### config.mk
export PLATFORM = sky130hd
export DESIGN_NAME = mem_stream_reader
export DESIGN_NICKNAME = d
export VERILOG_FILES = /design/src/rtl/mem_stream_reader.sv
export SDC_FILE = /design/constraint.sdc
export NUM_CORES = 1
export LEC_CHECK = 0
export ABC_AREA = 1
export CORE_MARGIN = 4
export CORE_UTILIZATION = 45
export CTS_BUF_LIST = sky130_fd_sc_hd__clkbuf_8
export CTS_CLUSTER_SIZE = 20
export DETAILED_ROUTE_END_ITERATION = 7
export GPL_ROUTABILITY_DRIVEN = 0
export GPL_TIMING_DRIVEN = 0
export HOLD_SLACK_MARGIN = 0.02
export PLACE_DENSITY = 0.82
export SLEW_MARGIN = 5
export SYNTH_ARGS = -nofsm -noshare
export SYNTH_HDL_FRONTEND = slang
export SYNTH_SLANG_ARGS = --single-unit
### constraint.sdc
create_clock -name clk -period 3.4 [get_ports clk]
set_input_delay 0.51 -clock clk [delete_from_list [all_inputs] [get_ports clk]]
set_output_delay 0.51 -clock clk [all_outputs]
set_load 0.01 [all_outputs]
### src/rtl/mem_stream_reader.sv
// Burst read engine for a 1-cycle-latency memory read port, with a 2-entry skid buffer
// feeding a valid/ready stream that carries a last-beat marker and a completion pulse.
module mem_stream_reader #(
  parameter int unsigned MEM_WIDTH_BYTES = 8,
  parameter int unsigned MEM_DEPTH       = 1024,
  parameter int unsigned LEN_WIDTH       = 16,
  localparam int unsigned DW             = MEM_WIDTH_BYTES * 8,
  localparam int unsigned AW             = $clog2(MEM_DEPTH)
) (
  input  logic                 clk,
  input  logic                 reset,
  input  logic                 req_valid_in,
  output logic                 req_ready_out,
  input  logic [AW-1:0]        req_addr_in,
  input  logic [LEN_WIDTH-1:0] req_len_in,
  output logic [AW-1:0]        mem_read_addr_out,
  output logic                 mem_read_out,
  input  logic [DW-1:0]        mem_read_data_in,
  output logic                 out_valid_out,
  input  logic                 out_ready_in,
  output logic [DW-1:0]        out_data_out,
  output logic                 out_last_out,
  output logic                 done_out,
  input  logic                 debugen_in
);

  typedef enum logic [1:0] {StIdle, StIssue, StDrain} state_e;

  state_e               state_q;
  logic [AW-1:0]        addr_q;
  logic [LEN_WIDTH-1:0] remaining_q;
  logic                 inflight_q;
  logic                 inflight_last_q;
  logic [DW-1:0]        buf_data_q [2];
  logic [1:0]           buf_last_q;
  logic                 head_q;
  logic [1:0]           count_q;
  logic                 done_q;

  logic          pop;
  logic          push;
  logic          issue;
  logic          tail;
  logic [2:0]    occ;
  logic [1:0]    count_next;
  logic [AW-1:0] addr_next;

  always_comb begin
    pop        = (count_q != 2'd0) && out_ready_in;
    push       = inflight_q;
    // Buffered plus in-flight words after this cycle's pop; a new read must still fit.
    occ        = {1'b0, count_q} + {2'b0, inflight_q} - {2'b0, pop};
    issue      = (state_q == StIssue) && (occ < 3'd2);
    tail       = head_q ^ count_q[0];
    count_next = count_q + {1'b0, push} - {1'b0, pop};
    addr_next  = (addr_q == AW'(MEM_DEPTH - 1)) ? '0 : addr_q + 1'b1;
  end

  assign req_ready_out     = (state_q == StIdle);
  assign mem_read_out      = issue;
  assign mem_read_addr_out = addr_q;
  assign out_valid_out     = (count_q != 2'd0);
  assign out_data_out      = buf_data_q[head_q];
  assign out_last_out      = buf_last_q[head_q];
  assign done_out          = done_q;

  always_ff @(posedge clk) begin
    if (reset) begin
      state_q         <= StIdle;
      addr_q          <= '0;
      remaining_q     <= '0;
      inflight_q      <= 1'b0;
      inflight_last_q <= 1'b0;
      for (int i = 0; i < 2; i++) begin
        buf_data_q[i] <= '0;
      end
      buf_last_q      <= '0;
      head_q          <= 1'b0;
      count_q         <= '0;
      done_q          <= 1'b0;
    end else begin
      done_q          <= 1'b0;
      inflight_q      <= issue;
      inflight_last_q <= issue && (remaining_q == LEN_WIDTH'(1));
      if (push) begin
        buf_data_q[tail] <= mem_read_data_in;
        buf_last_q[tail] <= inflight_last_q;
      end
      count_q <= count_next;
      if (pop) begin
        head_q <= ~head_q;
      end
      if (issue) begin
        addr_q      <= addr_next;
        remaining_q <= remaining_q - 1'b1;
      end
      unique case (state_q)
        StIdle: begin
          if (req_valid_in) begin
            if (req_len_in == '0) begin
              done_q <= 1'b1;
            end else begin
              addr_q      <= req_addr_in;
              remaining_q <= req_len_in;
              state_q     <= StIssue;
            end
          end
        end
        StIssue: begin
          if (issue && (remaining_q == LEN_WIDTH'(1))) begin
            state_q <= StDrain;
          end
        end
        StDrain: begin
          // The final beat leaves the buffer this cycle with nothing left behind it.
          if (!inflight_q && (count_next == 2'd0)) begin
            state_q <= StIdle;
            done_q  <= 1'b1;
          end
        end
        default: state_q <= StIdle;
      endcase
    end
  end

`ifndef SYNTHESIS
  always_ff @(posedge clk) begin
    if (debugen_in && !reset) begin
      if (req_valid_in && req_ready_out) begin
        $write("[msr] req addr=%0d len=%0d\n", req_addr_in, req_len_in);
      end
      if (issue) begin
        $write("[msr] issue addr=%0d remaining=%0d\n", addr_q, remaining_q);
      end
      if (pop) begin
        $write("[msr] beat data=%0h last=%0b\n", out_data_out, out_last_out);
      end
      if (done_q) begin
        $write("[msr] done\n");
      end
    end
  end
`endif

endmodule

### Word-level counts from Yosys, hierarchy flattened

Memories as Yosys holds them, arrays and structs flattened. A register that Yosys moved wholly into a read port is not among the register bits.
Index checks and enable logic that the tools add are counted.

* flip-flop bits (word level): 36
* RAM bits: 128
* bits of input ports: 95
* output and inout port bits: 79
* word-level logic and storage cells: 75
* memories: 1

Memory list
* buf_data_q: depth 2, bits a word 64, read ports 1, clocked after Yosys merged registers in 1, wr ports 2, RTL line 34 `logic [DW-1:0] buf_data_q [2];`

* add/sub/neg operators: 6
* $lt $le $gt $ge: 4
* eq/ne operators: 8
* mux-type cells: 33
* bitwise logic cells: 2
* reduce and logical (&&, ||, !) cells: 12

Operator list (number)
* $mux W16: 4
* $mux W64: 1
* $reduce_or A64 Y1: 1
* $mux W10: 5
* $eq A16 B1 Y1 const B: 1
* $logic_not A16 Y1: 1
* $sub A16 B1 Y16 const B: 1
* $mux W1: 15
* $add A10 B1 Y10 const B: 1
* $eq A10 B10 Y1 const B: 1
* $mux W2: 4
* $ne A2 B2 Y1 const B: 3
* $pmux W2 S3: 1
* $logic_and A1 B1 Y1: 5
* $logic_not A2 Y1: 2
* $lt A1 B2 Y1 const B: 2
* $reduce_and A4 Y1: 1
* $add A2 B1 Y3: 1
* $lt A3 B2 Y1 const B: 1
* $sub A3 B1 Y3: 1
* $add A2 B1 Y2: 1
* $bwmux W2: 1
* $eq A2 B1 Y1 const B: 1
* $eq A2 B2 Y1 const B: 1
* 9 further kinds: 9

### Depth between registers and ports, before layout

* depth in word-level cells: 9
* depth in mapped cells: 18
* mapped depth without buffers: 18

### Worst setup path after synthesis

Ideal clock, no wire load.

* path kind: in2reg
* from: input reset
* to: memory buf_data_q[1][0] (netlist name), enable pin
* library setup time: 0.424 ns
* arrival: 2.481 ns
* required time: 2.976 ns
* path slack: 0.495 ns
* stages: 5
* buffers on the path: 2
* path through: inv_2 nand4_1 buf_2 buf_2 nand2_1

RTL lines
* start: declaration: RTL line 11 `input logic reset,`
* end: declaration: RTL line 34

### Worst setup path after layout

* from: register count_q[1]
* to: output mem_read_out

* word-level cells in the longest chain between the ends: 5
* elaborated cells on any way between the ends: 6
* classes of those cells: add/sub: 2; order compare: 1; reduce/logical: 3

RTL lines
* start: declaration: RTL line 37 `logic [1:0] count_q;`
* start signal: assignment: RTL line 89 `count_q <= count_next;`
* $reduce_bool A2 Y1: RTL line 49 `pop = (count_q != 2'd0) && out_ready_in;`
* $logic_and A1 B1 Y1: RTL line 49
* named net pop: RTL line 40 `logic pop;`
* $sub A3 B1 Y3: RTL line 52 `occ = {1'b0, count_q} + {2'b0, inflight_q} - {2'b0, pop};`
* $lt A3 B2 Y1: RTL line 53 `issue = (state_q == StIssue) && (occ < 3'd2);`
* $logic_and A1 B1 Y1: RTL line 53
* end: declaration: RTL line 17 `output logic mem_read_out,`

The timed path passes the listed nets, and every way through them passes these cells.

==> results.yml <==
power:
  ir_worst_vdd_mv: 0.290
  clkPwrFrac: 0.225
  pwr-share-comb: 0.342
  switching_share: 0.314
  power_leakage_uw: 0.00431
  internal-power_uw: 3960
  p_sw_uw: 1820
  seq_power_share: 0.432
  total_power_uw: 5780
  power_density_nw_per_um2: 566
logic_synthesis:
  synth_mux_area_frac: 0.0933
  seq_area_frac_synth: 0.593
  syn_nets: 875
  synth_xor_xnor_area_share: 0.00340
  synthAdderAreaFrac: 0.0107
  synth_seq_cells: 165
  synth_compound_area_frac: 0.0368
  ys_warn_count: 0
  syn_area_um2: 7720
  synth-simple-area-share: 0.180
  ys_types: 35
  synthCells: 774
  synth.avg_cell_area_um2: 9.98
  synth_top_family_by_area: "simple AND/OR/NAND/NOR gates"
clock_network:
  clk_latency_ns: 0.45
  clock-sinks: 165
  cts_buffers: 17
  cts_buffer_depth: 2
  cts_htree_levels: 4
  cts_tree: "yes"
  clockRootBuffer: "clkbuf_8"
  hold_buffers: 0
  clk_pin_slew_ns: 0.08
drt:
  post_drt_wl_per_cell_um: 15.0
  drt_iter0_drc: 282
  drc: 0
  routed_via_density: 4.89
  num_vias: 5885
  detail-route-antenna-nets: 0
  drtPass1Iterations: 5
  wirelength_um: 18100
sta:
  hold_violations: 0
  setup_viol: 0
  min_period_ns: 3.24
  worstMarginPinSlew_ns: 0.577
  rsz0062_at_grt: "false"
  slew_headroom: 0.615
  skew_ns: 0.0119
  max_freq_mhz: 309
  finalMaxSlewViolations: 0
  fin_crit_sh: 0.953
place:
  port_buffers: 172
  dp.final_hpwl_um: 13200
cells_and_area:
  layout.nets: 1073
  areaGrowthSynthToFinish_pct: 32.2
  drive_above_1_share: 0.150
  utilization: 0.612
  antennaDiodeCount: 0
global_routing:
  grt_pass1_wl_um: 29000
  grt_usage: 0.188
  grt-ovfl-total: 0
  grt_pass1_vias: 5799
  grt_max_degree: 57
  grt_antenna_before_repair: 0
worst_setup_path:
  start_kind: "flip-flop"
  timing.critical_path.cells: "inv_4, nand2_2, nand2_4, inv_1, ha_1, inv_1, ha_1, fa_2, inv_2, nand3_1, nor2_4, buf_6, clkdlybuf4s15_2"
  crit_required_ns: 2.89
  slowest_stage: "fa_2"
  crit_arrival_ns: 2.73
  endpoint_kind: "output pin"
  max_stage_delay_ns: 0.60
  path_class: "reg2out"
  crit_fanout: 6
floorplanning:
  row_count: 47
  die_width_um: 139
  dieArea_um2: 19300
  ios: 174
  die_y_um: 139
  start_util: 0.463
  core_um2: 16700
worst_hold_path:
  min_path_type: "in2reg"
status:
  status: "finished, final reports clean"
flow_run:
  maxCapViolations: 0
-- power by group through the flow --
stage               logic (uW)  registers, uW  clock network [uW]
finish                    1980           2500                1300
CTS                       1960           2500                1340
floorplan                 1090           2530                   0
global placement          1880           2540                   0
global route              2150           2520                1440
detailed placement        1920           2540                   0
-- flip-flops by register name, indices dropped and copies added, names as in the netlist, named ones only --
| signal | flops |
|---|---|
| buf_data_q | 128 |
| remaining_q | 16 |
| mem_read_addr_out | 10 |
| buf_last_q | 2 |
| count_q | 2 |
| state_q | 2 |
| done_out | 1 |
| head_q | 1 |
| inflight_last_q | 1 |
| inflight_q | 1 |
-- through the flow --
| stage | setup TNS, ns | hold slack (ns) | area [um2] | setup WS (ns) | cells |
|---|---|---|---|---|---|
| global route | 0 | 0.404 | 10200 | 0.0106 | 1204 |
| finish | 0 | 0.432 | 10200 | 0.159 | 1204 |
| detailed placement | -0.520 | 0.466 | 9790 | -0.520 | 1168 |
| CTS | 0 | 0.486 | 10200 | 0.00962 | 1200 |
| floorplan | 0 | 0.444 | 7720 | 0.495 | 774 |
| global placement | -156.60 | 0.457 | 9720 | -1.27 | 1166 |
-- cell type report --
| class | instances | area, um2 |
|---|---|---|
| flip-flops and latches | 165 | 4590 |
| well taps | 220 | 275 |
| inverters | 124 | 468 |
| clock inverters | 14 | 128 |
| fillers | 1349 | 6490 |
| multi-input cells | 454 | 2530 |
| clock buffers | 17 | 234 |
| repair buffers | 179 | 1820 |
| plain buffers | 31 | 175 |
-- per-layer routing --
layer	global-route usage	vias up	share of wire
met5	0	-	0
met4	0.0443	0	0.0073
met3	0.0507	11	0.071
met2	0.326	198	0.50
met1	0.236	2767	0.43
li1	-	2909	-
-- synthesized netlist by cell type --
cell type	number	area [um2]
nor2_1	172	646
edfxtp_1	128	3840
inv_1	121	454
nand2_1	88	330
mux2_2	64	721
nand3_1	40	200
dfxtp_1	37	741
o21ai_0	24	120
a21oi_1	19	95.1
buf_2	16	80.1
nand4_1	12	75.1
clkbuf_1	8	30.0
ha_1	5	62.6
a31oi_1	4	25.0
nor2_4	4	45.0
buf_4	3	22.5
buf_6	3	33.8
inv_2	3	11.3
nand2_2	2	12.5
nor2_2	2	12.5
nor3_1	2	10.0
o21ai_1	2	10.0
o21bai_1	2	15.0
xnor2_1	2	17.5
and2_1	1	6.26
and2_4	1	8.76
clkbuf_2	1	5.00
fa_1	1	20.0
nand2_4	1	11.3
nand3_2	1	10.0
nor3_4	1	16.3
o211ai_2	1	12.5
o22ai_1	1	6.26
or2_0	1	6.26
xor2_1	1	8.76
-- repair_timing --
item	in CTS	in global routing
setup buffers	1	4
setup endpoints to repair	1	1
gates resized for setup	7	6
pin swaps	2	2
cloned	0	0
-- cells by family (layout without fill, tap and decap cells) --
kind of cell	count (synthesis)	count (layout)
AO/OA/AOI/OAI	53	53
XOR/XNOR	3	3
adder cells (fa/ha/maj)	6	6
buffers and inverters	155	365
flip-flops	165	165
multiplexers	64	64
AND/OR/NAND/NOR	328	328
-- placed cells by master, fill, tap and decap left out, types with 2 or more instances in the layout --
cell | netlist | routed
o21ai_1 | 2 | 2
mux2_2 | 64 | 64
o21ai_0 | 24 | 24
nand2_2 | 2 | 3
a21oi_1 | 19 | 19
clkinvlp_4 | 0 | 2
clkdlybuf4s50_1 | 0 | 170
nand3_1 | 40 | 40
nand2_1 | 88 | 84
clkbuf_1 | 8 | 8
clkinv_4 | 0 | 3
edfxtp_1 | 128 | 128
dfxtp_1 | 37 | 36
nor2_1 | 172 | 172
clkinv_1 | 0 | 2
inv_2 | 3 | 4
inv_1 | 121 | 119
buf_2 | 16 | 16
buf_6 | 3 | 4
buf_16 | 0 | 2
nand4_1 | 12 | 12
o21bai_1 | 2 | 2
nor3_1 | 2 | 2
nor2_4 | 4 | 4
nor2_2 | 2 | 2
inv_6 | 0 | 5
buf_4 | 3 | 7
ha_1 | 5 | 5
nand2_4 | 1 | 4
xnor2_1 | 2 | 2
clkbuf_8 | 0 | 17
a31oi_1 | 4 | 4
-- worst max-delay path: cells and delay by family, from the launching register on --
family,cells,cell delay [ns]
simple gates,4,0.35
fa+ha+maj,3,1.04
buf+inv,6,0.55
flops,1,0.35
-- worst paths after layout --
path                                                 start                          to  slack (ns)  cells after the start
worst max-delay path                 count_q[1]$_SDFF_PP0_                mem_read_out        0.16                     13
worst min-delay path                          out_ready_in         head_q$_SDFFE_PP0P_        0.43                      3
worst max register to register       count_q[1]$_SDFF_PP0_   remaining_q[7]$_SDFF_PP0_        0.71                     18
worst min register to register  inflight_last_q$_SDFF_PP0_  buf_last_q[0]$_SDFFE_PP0P_        0.49                      2
Power figures use the tool's default switching activity.
